--- config.mk ---
export PLATFORM = sky130hd
export DESIGN_NAME = ddr_data_in
export DESIGN_NICKNAME = d
export VERILOG_FILES = /design/src/rtl/ddr_data_in.sv
export SDC_FILE = /design/constraint.sdc
export NUM_CORES = 1
export LEC_CHECK = 0
export BUFFER_PORTS_ARGS = -buffer_cell sky130_fd_sc_hd__buf_2
export CORE_ASPECT_RATIO = 0.6
export CORE_MARGIN = 3
export CORE_UTILIZATION = 35
export DETAILED_ROUTE_END_ITERATION = 16
export GPL_ROUTABILITY_DRIVEN = 0
export HOLD_SLACK_MARGIN = 0.08
export PLACE_DENSITY = 0.62
export SETUP_SLACK_MARGIN = 0.1
export SKIP_CTS_REPAIR_TIMING = 1
export SYNTH_ARGS = -nofsm -noshare
export SYNTH_HDL_FRONTEND = slang
export SYNTH_SLANG_ARGS = --single-unit
--- constraint.sdc ---
create_clock -name clk -period 9.7 [get_ports clk]
set_input_delay 2.425 -clock clk [delete_from_list [all_inputs] [get_ports clk]]
set_output_delay 2.425 -clock clk [all_outputs]
set_load 0.02 [all_outputs]
--- src/rtl/ddr_data_in.sv ---
// ddr_data_in: receive side of the I/Q DDR link.
// The IDDR cells deliver a rising-edge and a falling-edge half-word per clk
// cycle, plus the forwarded clock sampled on both edges. This block registers
// them, locks onto the forwarded-clock pattern (normal 10 or half-cycle-swapped
// 01), pairs half-words into I/Q samples and queues them in a small
// first-word-fall-through FIFO behind a valid/ready interface.
//
// Pipeline (FIFO empty, locked):
//   cycle n   : pins
//   cycle n+1 : stage-1 registers, pattern check, pairing, push decision
//   cycle n+2 : push stage, FIFO write at the end of the cycle
//   cycle n+3 : sample visible on out_i/out_q with out_valid
module ddr_data_in #(
    parameter int LOCK_COUNT = 16,
    parameter int FIFO_DEPTH = 8
) (
    input  logic        clk,
    input  logic        rst,
    input  logic [15:0] rx_rise,
    input  logic [15:0] rx_fall,
    input  logic        rx_clk_rise,
    input  logic        rx_clk_fall,
    input  logic        enable,
    input  logic        clear,
    output logic [15:0] out_i,
    output logic [15:0] out_q,
    output logic        out_valid,
    input  logic        out_ready,
    output logic        locked,
    output logic        swapped,
    output logic        overflow,
    output logic [15:0] err_count
);

    // ------------------------------------------------------------------
    // Constants
    // ------------------------------------------------------------------
    localparam int PTR_W = $clog2(FIFO_DEPTH);
    localparam int CNT_W = PTR_W + 1;

    localparam logic [7:0]       LOCK_TARGET   = 8'(LOCK_COUNT);
    localparam logic [CNT_W-1:0] FIFO_FULL_CNT = CNT_W'(FIFO_DEPTH);
    localparam logic [CNT_W-1:0] CNT_ZERO      = {CNT_W{1'b0}};
    localparam logic [CNT_W-1:0] CNT_ONE       = CNT_W'(1);
    localparam logic [PTR_W-1:0] PTR_ZERO      = {PTR_W{1'b0}};
    localparam logic [PTR_W-1:0] PTR_ONE       = PTR_W'(1);

    localparam logic [0:0] ST_SEARCH = 1'b0;
    localparam logic [0:0] ST_LOCKED = 1'b1;

    localparam logic [1:0] PAT_NORMAL  = 2'b10;
    localparam logic [1:0] PAT_SWAPPED = 2'b01;

    // ------------------------------------------------------------------
    // Helpers
    // ------------------------------------------------------------------

    // Only 10 and 01 are legal forwarded-clock patterns; 00/11 mean a
    // missing or stuck edge.
    function automatic logic patIsValid(input logic [1:0] pat);
        return (pat == PAT_NORMAL) || (pat == PAT_SWAPPED);
    endfunction

    // Run-length counter used while searching: counts consecutive identical
    // valid patterns, restarts at 1 on a new valid pattern, zero on invalid.
    function automatic logic [7:0] lockCntStep(input logic [1:0] pat,
                                               input logic [1:0] prevPat,
                                               input logic [7:0] cnt);
        logic [7:0] nextCnt;
        if (!patIsValid(pat)) begin
            nextCnt = 8'd0;
        end else if (pat == prevPat) begin
            nextCnt = (cnt == 8'hFF) ? cnt : cnt + 8'd1;
        end else begin
            nextCnt = 8'd1;
        end
        return nextCnt;
    endfunction

    // ------------------------------------------------------------------
    // Stage 1: capture registers
    // ------------------------------------------------------------------
    logic [15:0] riseD_r;
    logic [15:0] fallD_r;
    logic [15:0] prevFall_r;
    logic        clkRiseD_r;
    logic        clkFallD_r;

    // Register the IDDR outputs and keep one extra falling half-word for the
    // swapped pairing.
    always_ff @(posedge clk) begin
        if (rst) begin
            riseD_r    <= 16'h0000;
            fallD_r    <= 16'h0000;
            prevFall_r <= 16'h0000;
            clkRiseD_r <= 1'b0;
            clkFallD_r <= 1'b0;
        end else begin
            riseD_r    <= rx_rise;
            fallD_r    <= rx_fall;
            prevFall_r <= fallD_r;
            clkRiseD_r <= rx_clk_rise;
            clkFallD_r <= rx_clk_fall;
        end
    end

    // ------------------------------------------------------------------
    // Alignment FSM
    // ------------------------------------------------------------------
    logic [0:0] state_r;
    logic [7:0] lockCnt_r;
    logic [1:0] prevPat_r;
    logic       swapped_r;
    logic       locked_r;

    logic [1:0] pat_s;
    logic [1:0] lockPat_s;
    logic [0:0] stateNext_s;
    logic [7:0] lockCntNext_s;
    logic       swappedNext_s;
    logic       lossEvent_s;

    assign pat_s     = {clkRiseD_r, clkFallD_r};
    // The latched pattern is fully described by the swapped flag.
    assign lockPat_s = swapped_r ? PAT_SWAPPED : PAT_NORMAL;

    // Next-state logic: search for a stable pattern, drop lock on any deviation.
    always_comb begin
        stateNext_s   = state_r;
        lockCntNext_s = lockCnt_r;
        swappedNext_s = swapped_r;
        lossEvent_s   = 1'b0;
        case (state_r)
            ST_SEARCH: begin
                lockCntNext_s = lockCntStep(pat_s, prevPat_r, lockCnt_r);
                if (lockCntNext_s == LOCK_TARGET) begin
                    stateNext_s   = ST_LOCKED;
                    swappedNext_s = (pat_s == PAT_SWAPPED);
                    lockCntNext_s = 8'd0;
                end else begin
                    stateNext_s   = ST_SEARCH;
                end
            end
            ST_LOCKED: begin
                if (pat_s != lockPat_s) begin
                    stateNext_s   = ST_SEARCH;
                    lockCntNext_s = 8'd0;
                    lossEvent_s   = 1'b1;
                end else begin
                    stateNext_s   = ST_LOCKED;
                    lockCntNext_s = 8'd0;
                end
            end
            default: begin
                stateNext_s   = ST_SEARCH;
                lockCntNext_s = 8'd0;
            end
        endcase
    end

    // FSM state, run-length counter, previous pattern and lock/swap flags.
    always_ff @(posedge clk) begin
        if (rst) begin
            state_r   <= ST_SEARCH;
            lockCnt_r <= 8'd0;
            prevPat_r <= 2'b00;
            swapped_r <= 1'b0;
            locked_r  <= 1'b0;
        end else begin
            state_r   <= stateNext_s;
            lockCnt_r <= lockCntNext_s;
            prevPat_r <= pat_s;
            swapped_r <= swappedNext_s;
            locked_r  <= (stateNext_s == ST_LOCKED);
        end
    end

    // ------------------------------------------------------------------
    // Pairing and push stage
    // ------------------------------------------------------------------
    logic        pushReq_s;
    logic [15:0] pairI_s;
    logic [15:0] pairQ_s;

    logic        pushVld_r;
    logic [15:0] pushI_r;
    logic [15:0] pushQ_r;

    // A pair is only trusted while locked and the current pattern agrees.
    assign pushReq_s = (state_r == ST_LOCKED) && (pat_s == lockPat_s) && enable;

    // Swapped link: the falling half-word of the previous cycle is the I
    // half of the sample whose Q half arrives on this cycle's rising edge.
    always_comb begin
        pairI_s = riseD_r;
        pairQ_s = fallD_r;
        if (swapped_r) begin
            pairI_s = prevFall_r;
            pairQ_s = riseD_r;
        end else begin
            pairI_s = riseD_r;
            pairQ_s = fallD_r;
        end
    end

    // Hold the accepted pair for one cycle in front of the FIFO.
    always_ff @(posedge clk) begin
        if (rst) begin
            pushVld_r <= 1'b0;
            pushI_r   <= 16'h0000;
            pushQ_r   <= 16'h0000;
        end else begin
            pushVld_r <= pushReq_s;
            pushI_r   <= pairI_s;
            pushQ_r   <= pairQ_s;
        end
    end

    // ------------------------------------------------------------------
    // Sample FIFO with registered head
    // ------------------------------------------------------------------
    logic [15:0]      memI [FIFO_DEPTH];
    logic [15:0]      memQ [FIFO_DEPTH];
    logic [PTR_W-1:0] wrPtr_r;
    logic [PTR_W-1:0] rdPtr_r;
    logic [CNT_W-1:0] count_r;
    logic             outValid_r;
    logic [15:0]      outI_r;
    logic [15:0]      outQ_r;

    logic             full_s;
    logic             pop_s;
    logic             push_s;
    logic             ovfEvent_s;
    logic [PTR_W-1:0] rdPtrNext_s;
    logic [PTR_W-1:0] wrPtrNext_s;
    logic [CNT_W-1:0] countNext_s;
    logic [15:0]      headI_s;
    logic [15:0]      headQ_s;

    assign full_s     = (count_r == FIFO_FULL_CNT);
    assign pop_s      = outValid_r && out_ready;
    // A full FIFO still accepts a push when the head leaves in the same cycle.
    assign push_s     = pushVld_r && (!full_s || pop_s);
    assign ovfEvent_s = pushVld_r && full_s && !pop_s;

    // Pointer and occupancy bookkeeping; pointers wrap naturally.
    always_comb begin
        rdPtrNext_s = rdPtr_r;
        wrPtrNext_s = wrPtr_r;
        countNext_s = count_r;
        if (pop_s) begin
            rdPtrNext_s = rdPtr_r + PTR_ONE;
        end else begin
            rdPtrNext_s = rdPtr_r;
        end
        if (push_s) begin
            wrPtrNext_s = wrPtr_r + PTR_ONE;
        end else begin
            wrPtrNext_s = wrPtr_r;
        end
        case ({push_s, pop_s})
            2'b10:   countNext_s = count_r + CNT_ONE;
            2'b01:   countNext_s = count_r - CNT_ONE;
            default: countNext_s = count_r;
        endcase
    end

    // Next head: the entry being written this cycle if it lands at the new
    // read position, otherwise what is already stored there.
    always_comb begin
        headI_s = 16'h0000;
        headQ_s = 16'h0000;
        if (countNext_s == CNT_ZERO) begin
            headI_s = 16'h0000;
            headQ_s = 16'h0000;
        end else if (push_s && (wrPtr_r == rdPtrNext_s)) begin
            headI_s = pushI_r;
            headQ_s = pushQ_r;
        end else begin
            headI_s = memI[rdPtrNext_s];
            headQ_s = memQ[rdPtrNext_s];
        end
    end

    // Storage array; contents are meaningless while not counted as occupied.
    always_ff @(posedge clk) begin
        if (push_s) begin
            memI[wrPtr_r] <= pushI_r;
            memQ[wrPtr_r] <= pushQ_r;
        end
    end

    // Pointers, occupancy and the registered head view.
    always_ff @(posedge clk) begin
        if (rst) begin
            wrPtr_r    <= PTR_ZERO;
            rdPtr_r    <= PTR_ZERO;
            count_r    <= CNT_ZERO;
            outValid_r <= 1'b0;
            outI_r     <= 16'h0000;
            outQ_r     <= 16'h0000;
        end else begin
            wrPtr_r    <= wrPtrNext_s;
            rdPtr_r    <= rdPtrNext_s;
            count_r    <= countNext_s;
            outValid_r <= (countNext_s != CNT_ZERO);
            outI_r     <= headI_s;
            outQ_r     <= headQ_s;
        end
    end

    // ------------------------------------------------------------------
    // Status: sticky overflow and saturating lock-loss counter
    // ------------------------------------------------------------------
    logic        overflow_r;
    logic [15:0] errCount_r;

    // clear takes priority over a coinciding overflow or lock-loss event.
    always_ff @(posedge clk) begin
        if (rst) begin
            overflow_r <= 1'b0;
            errCount_r <= 16'h0000;
        end else if (clear) begin
            overflow_r <= 1'b0;
            errCount_r <= 16'h0000;
        end else begin
            if (ovfEvent_s) begin
                overflow_r <= 1'b1;
            end
            if (lossEvent_s && (errCount_r != 16'hFFFF)) begin
                errCount_r <= errCount_r + 16'd1;
            end
        end
    end

    // ------------------------------------------------------------------
    // Outputs
    // ------------------------------------------------------------------
    assign out_i     = outI_r;
    assign out_q     = outQ_r;
    assign out_valid = outValid_r;
    assign locked    = locked_r;
    assign swapped   = swapped_r;
    assign overflow  = overflow_r;
    assign err_count = errCount_r;

endmodule
==> flow_summary.ini, run 1 <==
[setup_path]
worstPathArrival_ns = 5.36
path_delay_family = compound AO/OA/AOI/OAI gates
crit_path_cell_trace = buf_2 > a21bo_2 > and2_4 > buf_4 > mux2i_1 > o32ai_1 > a211oi_1 > nor3_2
cp-end-kind = flip-flop
start_kind = primary input
cp_num_buf_inv = 2
crit_path_max_incr_delay_ns = 0.74
path_class = in2reg
required_ns = 10.08
cp_slowest_cell = and2_4
path_max_fanout = 51

[timing]
finalCriticalPeriod_ns = 4.976
fmax_ghz = 0.2010
finalSetupViolCount = 0
slew_viol_final = 0
fin_tns_setup_ns = 0
finClkSkew_ns = 0.01688
slew_headroom_pct = 25.78
whs_ns = 0.4628
worst_pin_slew_ns = 1.113
rsz0062_at_grt = no
worst_slack_ns = 4.724
fin_crit_sh_pct = 51.30
finalHoldViolations = 0

[yosys]
yosys.area_share.simple_pct = 13.96
syn_area_um2 = 15500
syn_nets = 1236
yosys_warnings = 0
synthTopCellsByArea = edfxtp_1 (50%), dfxtp_1 (20%), mux2i_1 (4.6%)
synthMuxAreaShare_pct = 4.795
synth_compound_area_share_pct = 7.176
syn_area_per_cell_um2 = 13.01
synth_edf_count = 256
yosys-top-cells-count = edfxtp_1 (256), nor2_1 (167), dfxtp_1 (155)
ys_async_sr_fraction_pct = 0
synth_xor_area_share_pct = 1.582
synthAdderAreaFrac_pct = 0.4843
yosys.cell_types.count = 47
yosysSeqAreaShare_pct = 69.62
synth_cells = 1191
synth-seq-cells = 411
synth_top_area_share_pct = 49.60
yosys.area.top_type = edfxtp_1
synth-main-ff-cell = edfxtp_1
synth_most_common_cell = edfxtp_1
synth_top_family_by_area = simple AND/OR/NAND/NOR gates

[final_layout]
areaGrowthSynthToFinish_pct = 14.77
regArea_um2 = 10790
fill_cells = 4002
nNetsFinal = 1307
final_layout_size_suffix_gt1_share_pct = 16.27
multi_input_area_um2 = 4412
design_area_um2 = 17790

[global_route]
gr-max-usage-layer = met2
grt_util_met3_pct = 3.060
grt_max_degree = 95
grt-ovfl-total = 0
grt_first_pass_wirelength_um = 56350
grt_use_met1_pct = 21.93
antenna_found_initial = 0
grt_use_total_pct = 15.36
grt_pass1_vias = 9599
grt.met2_usage_pct = 24.09

[outcome]
status = finished, final reports clean

[clock_network]
clock_path_buffers = 3
numCtsBuffers = 38
cts_tree = built
cts.reportedPaths.clkPinSlew_ns = 0.06
clock_sinks = 411
htree_levels = 2
cts_root_buffer = clkbuf_16
insertion_delay_ns = 0.53

[drt]
wirelength_um = 36210
detail_route.first_pass.iterations = 5
vias_per_cell = 5.068
route.vias.total = 9482
wl_per_cell_um = 19.35
drt-initial-drc-count = 750
drc = 0
ant_nets = 0

[floorplan]
die-area_um2 = 46930
dieHeight_um = 169.0
core_area_um2 = 43550
io_pins = 91
initial_utilization_pct = 35.59
rows = 59
die_w_um = 277.7

[hold_path]
hold_class = reg2reg

[placement]
dpl-instance-area_um2 = 16550
port_buffers = 90
dp_hpwl_um = 20880
post-place-ws_ns = 4.136

[pwr]
switching_share_pct = 19.81
peakVddDrop_mv = 0.09593
p_per_area_nw_per_um2 = 192.2
power.switching_uw = 677.5
power.leakage_nw = 6.507
pwr-share-clk_pct = 43.8
intPower_mw = 2.742
pwr-share-seq_pct = 55.1
power_frac_comb_pct = 1.1

[job]
cap_violations = 0
## sequential cells by signal, indices dropped and copies added, names as in the netlist, 2 cells and up
register / flops
count_r: 4
riseD_r: 16
out_q: 16
fallD_r: 16
pushQ_r: 16
lockCnt_r: 8
rdPtr_r: 3
pushI_r: 16
prevFall_r: 16
memQ: 128
wrPtr_r: 3
err_count: 16
out_i: 16
prevPat_r: 2
memI: 128
## worst register-to-register path, cell delays in order (launching register included)
cell and delay, ns:
dfxtp_1 0.44, a21bo_2 0.60, and2_4 0.76, buf_4 0.66
mux2i_1 0.28, o32ai_1 0.11, a211oi_1 0.32, nor3_2 0.08
## power groups by stage
stage / logic, mW / clock network (mW) / registers (mW)
2_1_floorplan: 0.0227 / 0 / 1.91
3_3_place_gp: 0.0377 / 0 / 1.92
3_5_place_dp: 0.0385 / 0 / 1.92
4_1_cts: 0.0386 / 1.53 / 1.88
5_1_grt: 0.0427 / 1.61 / 1.89
6_report: 0.0379 / 1.50 / 1.88
## area by class of cell
type                       count  share of cell area [%]
antenna                        1                 0.01407
clock buffer                  54                   6.084
clock inverter                15                  0.8721
inverter                       7                  0.1477
multi-input combinational    695                   24.80
sequential                   411                   60.66
tap                          579                   4.072
timing repair buffer         109                   3.348
## path summary, 6_finish.rpt
kind | startpoint | endpoint | slack, ns | depth (start not counted)
setup / recovery | out_ready | out_q[9]$_SDFF_PP0_ | 4.72 | 8
hold reg to reg | fallD_r[7]$_SDFF_PP0_ | prevFall_r[7]$_SDFF_PP0_ | 0.46 | 1
setup reg to reg | out_valid$_SDFF_PP0_ | out_q[9]$_SDFF_PP0_ | 6.31 | 7
hold / removal | fallD_r[7]$_SDFF_PP0_ | prevFall_r[7]$_SDFF_PP0_ | 0.46 | 1
## cells in the final DEF, fill, tap and decap left out, types with 3 or more instances in the layout
cell	n
mux2i_1	72
o21ai_0	5
and2_1	3
clkinv_2	7
or3_1	3
ha_1	6
and3_1	35
clkbuf_16	39
dfxtp_1	154
nor3_1	21
buf_4	20
bufinv_16	3
o32ai_1	31
clkbuf_8	5
nor3_2	25
nand3_1	9
edfxtp_1	256
a31oi_1	34
xor2_1	16
clkbuf_1	10
nor2_1	166
nand4_1	8
nand3b_1	3
inv_1	7
a211oi_1	64
xnor2_1	11
nand2_1	86
nand2b_1	6
a21oi_1	6
nor2b_1	52
buf_2	89
## metrics by stage
step | power, mW | utilization, % | cells
6_report | 3.420 | 40.84 | 1871
5_1_grt | 3.537 | 40.84 | 1870
4_1_cts | 3.456 | 40.84 | 1870
3_5_place_dp | 1.960 | 38.00 | 1801
3_3_place_gp | 1.958 | 38.00 | 1801
2_1_floorplan | 1.936 | - | 1191
## routing by layer
| layer | up-vias | part of all wire, % |
|---|---|---|
| li1 | 4494 | - |
| met1 | 4650 | 47 |
| met2 | 294 | 45 |
| met3 | 44 | 6.6 |
| met4 | 0 | 1.6 |
| met5 | - | 0 |
## cells by family after synthesis
group / Yosys count
buf+inv: 85
xor+xnor: 28
mux: 73
simple gates: 437
fa+ha+maj: 6
flops: 411
compound gates: 151
Note: power is estimated with default switching activity, not from simulation.
==> run 2, diff against run 1 <==
--- a/config.mk
+++ b/config.mk
@@ -5,6 +5,7 @@
 export SDC_FILE = /design/constraint.sdc
 export NUM_CORES = 1
 export LEC_CHECK = 0
+export ABC_AREA = 1
 export BUFFER_PORTS_ARGS = -buffer_cell sky130_fd_sc_hd__buf_2
 export CORE_ASPECT_RATIO = 0.6
 export CORE_MARGIN = 3
==> constraint.sdc (replaced) <==
create_clock -name clk -period 5.17 [get_ports clk]
set_input_delay 1.2925 -clock clk [delete_from_list [all_inputs] [get_ports clk]]
set_output_delay 1.2925 -clock clk [all_outputs]
set_load 0.02 [all_outputs]
==> run 2 against run 1 <==
Compared with the run above:
- synthesized area up 5.4%
- worst hold slack worse by 0.035 ns
- count of clock-buffer cells in the layout unchanged
- critical path depth up 5
- die area up 5.3%
- wire length up 9.1%
- first-iteration DRC count up 30%
- highest routed layer unchanged
==> flow_summary.ini, run 2 <==
[final_layout]
layout.cells.non_filler = 2378
final_util_pct = 41.22
nNetsFinal = 1774
design_area_um2 = 18720
num_antenna_cells = 0
final_common_cell = nand2_1
final_layout_size_suffix_gt1_share_pct = 10.98
fill_cells = 4373
final_cell_mix = nand2_1 (384), inv_1 (262), edfxtp_1 (256), dfxtp_1 (155), nor2_1 (131)
top_regs = memI (128), memQ (128)
areaGrowthSynthToFinish_pct = 14.58

[drt]
wirelength_um = 39490
drc = 0
detail_route.first_pass.iterations = 5
wl_per_cell_um = 16.61
vias_per_cell = 4.780
drt-initial-drc-count = 974
route.vias.total = 11370
ant_nets = 0

[yosys]
synth_xor_area_share_pct = 0.4212
yosys_warnings = 0
yosysSeqAreaShare_pct = 66.04
synthTopCellsByArea = edfxtp_1 (47%), dfxtp_1 (19%), nand2_1 (8.8%)
yosys-top-cells-count = nand2_1 (384), inv_1 (263), edfxtp_1 (256)
synth_edf_count = 256
synthAdderAreaFrac_pct = 0.4595
synth_most_common_cell = nand2_1
synthMuxAreaShare_pct = 0
synth_cells = 1654
ys_async_sr_fraction_pct = 0
synth-seq-cells = 411
yosys.cell_types.count = 29
synth_top_area_share_pct = 47.05
synth_compound_area_share_pct = 7.987
yosys.area.top_type = edfxtp_1
synth_top_family_by_area = simple AND/OR/NAND/NOR gates
synth-main-ff-cell = edfxtp_1
syn_area_um2 = 16340
syn_nets = 1699
yosys.area_share.simple_pct = 16.81
syn_area_per_cell_um2 = 9.878

[clock_network]
htree_levels = 2
numCtsBuffers = 37
cts_tree = built
clock_sinks = 411
cts.reportedPaths.clkPinSlew_ns = 0.06
cts_root_buffer = clkbuf_16
clock_path_buffers = 3
insertion_delay_ns = 0.54

[setup_path]
cp_num_buf_inv = 4
path_delay_family = simple AND/OR/NAND/NOR gates
start_kind = primary input
reg2reg_to = out_i[4]$_SDFF_PP0_
required_ns = 5.60
path_class = in2reg
worstPathArrival_ns = 3.75
cp_slowest_cell = nand2_2
reg2reg_from = rdPtr_r[0]$_SDFF_PP0_
cp-end-kind = flip-flop
crit_path_cell_trace = buf_2 > nand2_2 > nand4_1 > nand2_1 > inv_2 > o21ai_1 > a21oi_4 > buf_4 > nand2_2 > nand2_1 > nand2_1 > nand2_1 > inv_1
reg2reg_depth = 12
crit_path_max_incr_delay_ns = 0.66
ff2ff_setup_slack_ns = 2.28
path_max_fanout = 33
crit_top_cell = nand2_1

[hold_path]
min_from = fallD_r[10]$_SDFF_PP0_
hold-path-endpoint = prevFall_r[10]$_SDFF_PP0_
hold_class = reg2reg
hold_path_depth = 2

[timing]
finClkSkew_ns = 0.01805
finalSetupViolCount = 0
finalHoldViolations = 0
fin_tns_setup_ns = 0
worst_pin_slew_ns = 1.328
fin_crit_sh_pct = 64.26
rsz0062_at_grt = no
slew_viol_final = 0
finalCriticalPeriod_ns = 3.322
slew_headroom_pct = 11.49
fmax_ghz = 0.3010

[global_route]
grt_pass1_vias = 10770
grt_max_degree = 258
antenna_found_initial = 0
grt_use_total_pct = 15.78
grt_first_pass_wirelength_um = 61540
grt-ovfl-total = 0

[floorplan]
die-area_um2 = 49390
die_w_um = 284.9
dieHeight_um = 173.4
core_area_um2 = 45420
io_pins = 91
initial_utilization_pct = 35.97
rows = 60

[outcome]
status = finished, final reports clean

[placement]
port_buffers = 90
placedCellCount = 2310
dpl-instance-area_um2 = 17500
dp_hpwl_um = 23610

[pwr]
p_total_mw = 8.385
power.leakage_nw = 8.004
peakVddDrop_mv = 0.3631
p_per_area_nw_per_um2 = 447.9

[job]
cap_violations = 0
-- run 2: cell type report --
cell class,count,area (um2),area share [%]
Multi-Input combinational cell,897,4285,22.89
Clock buffer,54,1082,5.781
Tap cell,620,775.7,4.144
Timing Repair Buffer,114,643.1,3.435
Clock inverter,14,137.6,0.7352
Inverter,268,1006,5.374
Sequential cell,411,10790,57.64
-- run 2: worst register-to-register path, stage by stage (launching register included) --
cell	delay [ns]
dfxtp_1	0.44
ha_1	0.27
inv_1	0.11
o21ai_4	0.08
inv_2	0.10
o21ai_1	0.10
a21oi_4	0.12
buf_4	0.45
nand2_2	0.67
nand2_1	0.28
nand2_1	0.07
nand2_1	0.06
inv_1	0.04
-- run 2: kinds of logic after synthesis --
kind of cell,after synthesis
buffers and inverters,346
AND/OR/NAND/NOR,673
XOR/XNOR,7
flip-flops,411
AO/OA/AOI/OAI,211
adder cells (fa/ha/maj),6
-- run 2: per-stage QoR --
| stage | worst slack (ns) | hold WS, ns |
|---|---|---|
| after floorplan | 1.549 | 0.4100 |
| after global placement | 1.455 | 0.4199 |
| after detailed placement | 1.327 | 0.4214 |
| after CTS | 1.907 | 0.4257 |
| after global routing | 1.666 | 0.4419 |
| final | 1.848 | 0.4282 |
-- run 2: how the worst max path moves through the flow --
stage | to | start | cells after the start
final | out_i[4]$_SDFF_PP0_ | out_ready | 13
after global routing | out_i[5]$_SDFF_PP0_ | out_ready | 13
after CTS | out_i[5]$_SDFF_PP0_ | out_ready | 13
after detailed placement | out_i[5]$_SDFF_PP0_ | out_ready | 13
after global placement | out_q[3]$_SDFF_PP0_ | out_ready | 13
after floorplan | memI[0][0]$_DFFE_PP_ | out_ready | 6
-- run 2: per-layer routing --
| metal | vias to the layer above | part of all wire, % | global-route usage (%) |
|---|---|---|---|
| met5 | - | 0 | 0 |
| met4 | 0 | 2.3 | 4.451 |
| met1 | 5392 | 47 | 22.53 |
| li1 | 5567 | - | - |
| met3 | 77 | 6.7 | 3.193 |
| met2 | 331 | 44 | 24.40 |
-- run 2: power by group --
part           switching [mW]  leakage, nW  total [mW]  internal (mW)
combinational            1.30         3.78        1.86          0.559
clock                    1.22        0.605        2.79           1.57
sequential              0.116         3.62        3.73           3.62
